File: src/rtl/ps2_byte_receiver_pkg.sv
// Shared PS/2 definitions: receiver FSM encodings, scancodes of interest
// and the odd-parity rule used on every frame.
package ps2_byte_receiver_pkg;

  localparam logic [1:0] ST_IDLE_ENC   = 2'd0;
  localparam logic [1:0] ST_DATA_ENC   = 2'd1;
  localparam logic [1:0] ST_PARITY_ENC = 2'd2;
  localparam logic [1:0] ST_STOP_ENC   = 2'd3;

  typedef enum logic [1:0] {
    ST_IDLE   = ST_IDLE_ENC,
    ST_DATA   = ST_DATA_ENC,
    ST_PARITY = ST_PARITY_ENC,
    ST_STOP   = ST_STOP_ENC
  } ps2_state_e;

  localparam logic [7:0] RELEASE_PREFIX = 8'hF0;
  localparam logic [7:0] SPACE_SCANCODE = 8'h29;

  // PS/2 uses odd parity: data bits plus parity bit must hold an odd count of ones.
  function automatic logic odd_parity_ok(input logic [7:0] data, input logic par);
    return ^{data, par};
  endfunction

endpackage

File: src/rtl/ps2_byte_receiver_line_filter.sv
// Two-flop synchronizer, run-length glitch filter and falling-edge tick
// for one raw PS/2 line.
module ps2_line_filter #(
  parameter int FILTER_LEN = 8
) (
  input  logic clk,
  input  logic resetn,
  input  logic raw_in,
  output logic fall_tick
);

  localparam int CNT_W = (FILTER_LEN > 1) ? $clog2(FILTER_LEN) : 1;
  localparam logic [CNT_W-1:0] CNT_LAST = CNT_W'(FILTER_LEN - 1);

  logic             sync1_q, sync1_d;
  logic             sync2_q, sync2_d;
  logic             filt_q,  filt_d;
  logic             fall_q,  fall_d;
  logic [CNT_W-1:0] cnt_q,   cnt_d;

  // The counter only runs while the synced line disagrees with the filtered
  // level; any agreeing sample restarts the run.
  always_comb begin
    sync1_d = raw_in;
    sync2_d = sync1_q;
    filt_d  = filt_q;
    fall_d  = 1'b0;
    cnt_d   = '0;
    if (sync2_q != filt_q) begin
      if (cnt_q == CNT_LAST) begin
        filt_d = sync2_q;
        fall_d = ~sync2_q;
      end else begin
        cnt_d = cnt_q + 1'b1;
      end
    end
  end

  always_ff @(posedge clk) begin
    if (!resetn) begin
      sync1_q <= 1'b1;
      sync2_q <= 1'b1;
      filt_q  <= 1'b1;
      fall_q  <= 1'b0;
      cnt_q   <= '0;
    end else begin
      sync1_q <= sync1_d;
      sync2_q <= sync2_d;
      filt_q  <= filt_d;
      fall_q  <= fall_d;
      cnt_q   <= cnt_d;
    end
  end

  assign fall_tick = fall_q;

endmodule

File: src/rtl/ps2_byte_receiver.sv
// Receive-only PS/2 deserializer: frames start/8 data/parity/stop bits into
// validated scancode bytes, flagging parity, stop-bit and timeout errors.
module ps2_byte_receiver
  import ps2_byte_receiver_pkg::*;
#(
  parameter int FILTER_LEN     = 8,
  parameter int TIMEOUT_CYCLES = 50000
) (
  input  logic       inclock,
  input  logic       resetn,
  input  logic       ps2_clock,
  input  logic       ps2_data,
  output logic [7:0] received_data,
  output logic       received_data_en,
  output logic       parity_error,
  output logic       frame_error
);

  localparam int TMO_W = $clog2(TIMEOUT_CYCLES + 1);
  localparam logic [TMO_W-1:0] TMO_LIMIT = TMO_W'(TIMEOUT_CYCLES);

  logic fall_tick;

  ps2_line_filter #(
    .FILTER_LEN (FILTER_LEN)
  ) u_clk_filter (
    .clk       (inclock),
    .resetn    (resetn),
    .raw_in    (ps2_clock),
    .fall_tick (fall_tick)
  );

  logic             data_s1_q, data_s1_d;
  logic             data_s2_q, data_s2_d;
  ps2_state_e       state_q,   state_d;
  logic [2:0]       bit_cnt_q, bit_cnt_d;
  logic [7:0]       shift_q,   shift_d;
  logic             par_q,     par_d;
  logic [TMO_W-1:0] tmo_q,     tmo_d;
  logic [7:0]       rx_data_q, rx_data_d;
  logic             rx_en_q,   rx_en_d;
  logic             par_err_q, par_err_d;
  logic             frm_err_q, frm_err_d;

  always_comb begin
    data_s1_d = ps2_data;
    data_s2_d = data_s1_q;
    state_d   = state_q;
    bit_cnt_d = bit_cnt_q;
    shift_d   = shift_q;
    par_d     = par_q;
    tmo_d     = '0;
    rx_data_d = rx_data_q;
    rx_en_d   = 1'b0;
    par_err_d = 1'b0;
    frm_err_d = 1'b0;

    if (state_q == ST_IDLE) begin
      if (fall_tick && !data_s2_q) begin
        state_d   = ST_DATA;
        bit_cnt_d = '0;
      end
    // Timeout is checked ahead of fall_tick so it wins a same-cycle tie.
    end else if (tmo_q == TMO_LIMIT) begin
      frm_err_d = 1'b1;
      state_d   = ST_IDLE;
      bit_cnt_d = '0;
      shift_d   = '0;
    end else if (fall_tick) begin
      unique case (state_q)
        ST_DATA: begin
          shift_d   = {data_s2_q, shift_q[7:1]};
          bit_cnt_d = bit_cnt_q + 3'd1;
          if (bit_cnt_q == 3'd7) state_d = ST_PARITY;
        end
        ST_PARITY: begin
          par_d   = data_s2_q;
          state_d = ST_STOP;
        end
        ST_STOP: begin
          state_d = ST_IDLE;
          if (!data_s2_q) begin
            frm_err_d = 1'b1;
          end else if (!odd_parity_ok(shift_q, par_q)) begin
            par_err_d = 1'b1;
          end else begin
            rx_data_d = shift_q;
            rx_en_d   = 1'b1;
          end
        end
        default: state_d = ST_IDLE;
      endcase
    end else begin
      tmo_d = tmo_q + 1'b1;
    end
  end

  always_ff @(posedge inclock) begin
    if (!resetn) begin
      data_s1_q <= 1'b1;
      data_s2_q <= 1'b1;
      state_q   <= ST_IDLE;
      bit_cnt_q <= '0;
      shift_q   <= '0;
      par_q     <= 1'b0;
      tmo_q     <= '0;
      rx_data_q <= 8'h00;
      rx_en_q   <= 1'b0;
      par_err_q <= 1'b0;
      frm_err_q <= 1'b0;
    end else begin
      data_s1_q <= data_s1_d;
      data_s2_q <= data_s2_d;
      state_q   <= state_d;
      bit_cnt_q <= bit_cnt_d;
      shift_q   <= shift_d;
      par_q     <= par_d;
      tmo_q     <= tmo_d;
      rx_data_q <= rx_data_d;
      rx_en_q   <= rx_en_d;
      par_err_q <= par_err_d;
      frm_err_q <= frm_err_d;
    end
  end

  assign received_data    = rx_data_q;
  assign received_data_en = rx_en_q;
  assign parity_error     = par_err_q;
  assign frame_error      = frm_err_q;

endmodule

File: config.mk
export PLATFORM = sky130hd
export DESIGN_NAME = ps2_byte_receiver
export DESIGN_NICKNAME = d
export VERILOG_FILES = /design/src/rtl/ps2_byte_receiver_pkg.sv /design/src/rtl/ps2_byte_receiver_line_filter.sv /design/src/rtl/ps2_byte_receiver.sv
export SDC_FILE = /design/constraint.sdc
export NUM_CORES = 1
export LEC_CHECK = 0
export ABC_CLOCK_PERIOD_IN_PS = 2400
export CAP_MARGIN = 20
export CORE_MARGIN = 8
export CORE_UTILIZATION = 57
export CTS_CLUSTER_DIAMETER = 80
export DETAILED_ROUTE_END_ITERATION = 6
export HOLD_SLACK_MARGIN = 0.06
export PLACE_DENSITY = 0.77
export SETUP_SLACK_MARGIN = 0.15
export SLEW_MARGIN = 20
export SYNTH_ARGS = -nofsm -noshare
export SYNTH_HDL_FRONTEND = slang
export SYNTH_HIERARCHICAL = 1
export SYNTH_SLANG_ARGS = --single-unit
export TNS_END_PERCENT = 50
File: constraint.sdc
create_clock -name inclock -period 2.4 [get_ports inclock]
set_clock_uncertainty 0.2 [all_clocks]
set_input_delay 0.24 -clock inclock [delete_from_list [all_inputs] [get_ports inclock]]
set_output_delay 0.24 -clock inclock [all_outputs]
set_load 0.05 [all_outputs]
==> results.ini <==
[status]
status = finished, final reports clean

[die]
initial_core_util = 0.600
rows = 22
ioPinCount = 15
coreArea_um2 = 3690
die-area_um2 = 6130
die_w_um = 78.3
die_h_um = 78.3

[logic_synthesis]
synth-seq-cells = 50
ys.flop_type = dfxtp_1
yosys_warnings = 6
syn_avg_cell_area_um2 = 9.38
yosys.area.top_type = dfxtp_1
syn_area_um2 = 2210
post-synth-top-count-cell = dfxtp_1
async_flop_share = 0
synth_top_cells_by_count = dfxtp_1, nand2_1, nor2_1
synth_top_area_frac = 0.452
synth_nets = 251
synth_edf_count = 0
synth-seq-area-share = 0.452
synth_cells = 236
yosysUniqueCellTypes = 39
synth.area.top_cells = dfxtp_1, ha_1, nand2_1, xnor2_1, mux2i_1

[detailed_routing]
drc = 0
vias = 1624
viasPerCell = 5.41
ant_nets = 0
drtIter0Drc = 104
wl_per_cell_um = 12.6
dr.pass1.iters = 4
wl_mm = 3.77

[cts]
clock_sinks = 50
cts_buffers = 5
ctsHoldBuffers = 0
h-tree-depth = 2
cts_tree = done
path_clk_slew_ps = 80
worstSkewPairLatency_ps = 300
cts_setup_buffers = 0
root_buffer = clkbuf_8
clockBufferDepth = 2

[placement]
place_congestion = 0.825
dp_cells = 293
hpwlAfterDp_mm = 2.76
io_buffer_count = 14

[setup_path]
cp.required_ps = 2440
arrival_ps = 2110
cp-end-kind = flop
critical_path_class = flop to flop
cp_max_fo = 7
cp-start-kind = flop

[cells_and_area]
drive_above_1_share = 0.0635
nFillCells = 306
area_delta_synth_final_pct = 12.2
final_nets = 267
n_antenna_cell = 0
final_cell_count_no_fill = 300

[timing]
rsz0062_at_grt = false
clock.fmax_ghz = 0.483
report.final.slew_viol_count = 0
setup-violations-final = 0
tns_ps = 0
fin_crit_sh = 0.863
worst_pin_slew_ps = 612
whs_ps = 214
slew_headroom = 0.588
hold_violations = 0
min_period_ps = 2070

[power_and_ir_drop]
leakagePower_uw = 0.000880
power_per_cell_area_nw_per_um2 = 535
ir_drop_uv = 417

[global_route]
grt_max_degree = 27
grt_pass1_vias = 1478
grt_pass1_wl_mm = 6.72
antenna_found_initial = 0
overflow = 0
grtUsageTotal = 0.134

[flow_run]
maxCapViolCount = 0

[min_path]
hold_class = flop to flop

[area by class of cell]
cell class / instances / area, um2 / share of cell area
clock buffers: 7 / 76.3 / 0.0307
inverters: 8 / 30.0 / 0.0121
multi-input cells: 171 / 1160 / 0.467
flip-flops and latches: 50 / 1000 / 0.403
well taps: 48 / 60.1 / 0.0242
repair buffers: 16 / 155 / 0.0625
[stage by stage]
step	utilization	area, um2	setup WS [ps]	total power (uW)
2_1_floorplan	-	2210	458	877
3_3_place_gp	0.650	2400	412	891
3_5_place_dp	0.650	2400	326	891
4_1_cts	0.671	2470	314	1340
5_1_grt	0.673	2480	159	1380
6_report	0.673	2480	330	1330
[layer usage]
| layer | vias to the layer above | track usage | share of wire |
|---|---|---|---|
| li1 | 841 | - | - |
| met1 | 744 | 0.175 | 0.50 |
| met2 | 33 | 0.194 | 0.43 |
| met3 | 6 | 0.0501 | 0.055 |
| met4 | 0 | 0.0556 | 0.017 |
| met5 | - | 0 | 0 |
[sequential cells by signal, summed over array words and instances, names as in the netlist, 2 cells and up]
signal / count
u_clk_filter/cnt_q: 3
received_data: 8
shift_q: 8
tmo_q: 16
bit_cnt_q: 3
state_q: 2
[cells by family after synthesis]
| family | Yosys count | synth area share |
|---|---|---|
| AOI/OAI and AO/OA | 22 | 0.0639 |
| xor gates and xnor gates | 23 | 0.101 |
| adders and majority gates | 11 | 0.0622 |
| buffers and inverters | 15 | 0.0271 |
| DFF | 50 | 0.452 |
| muxes | 10 | 0.0452 |
| and+or+nand+nor | 105 | 0.248 |
[cells in the final DEF, fill, tap and decap left out, types with 2 or more instances in the layout]
cell type and n:
and4_1 2, clkdlybuf4s50_1 14, nand4_1 4, buf_4 2
nand3_1 17, nand2_1 33, and3_1 5, mux2i_1 10
inv_1 8, a21oi_1 9, dfxtp_1 50, clkbuf_8 5
nor3_1 3, nor4bb_1 2, o21ai_0 3, xor2_1 8
nand2b_1 5, a22o_1 2, clkbuf_1 2, ha_1 11
a22oi_1 2, nor4_1 2, nor2_1 22, xnor2_1 13
and4bb_2 2
[timing repair]
action	CTS	global route
gates resized for setup	0	1
hold endpoints to repair	0	0
setup endpoints to repair	0	1
[worst paths after layout]
path,from,endpoint,slack (ps),cells after the start
hold / removal,u_clk_filter/sync1_q$_SDFF_PN1_,u_clk_filter/sync2_q$_SDFF_PN1_,210,1
setup / recovery,state_q[1]$_SDFFE_PN0P_,received_data[1]$_SDFFE_PN0P_,330,6
hold reg to reg,u_clk_filter/sync1_q$_SDFF_PN1_,u_clk_filter/sync2_q$_SDFF_PN1_,210,1
setup reg to reg,state_q[1]$_SDFFE_PN0P_,received_data[1]$_SDFFE_PN0P_,330,6
[critical path, stage by stage (launching register included)]
cell	delay [ps]
dfxtp_1	410
inv_1	130
ha_1	290
nor2b_1	280
nand4_2	240
nor2_8	250
mux2i_1	200
[power by group]
part           internal (uW)  switching [uW]
Clock                    201             255
Combinational           13.2            19.9
Sequential               834            4.22
Power figures use the tool's default switching activity.
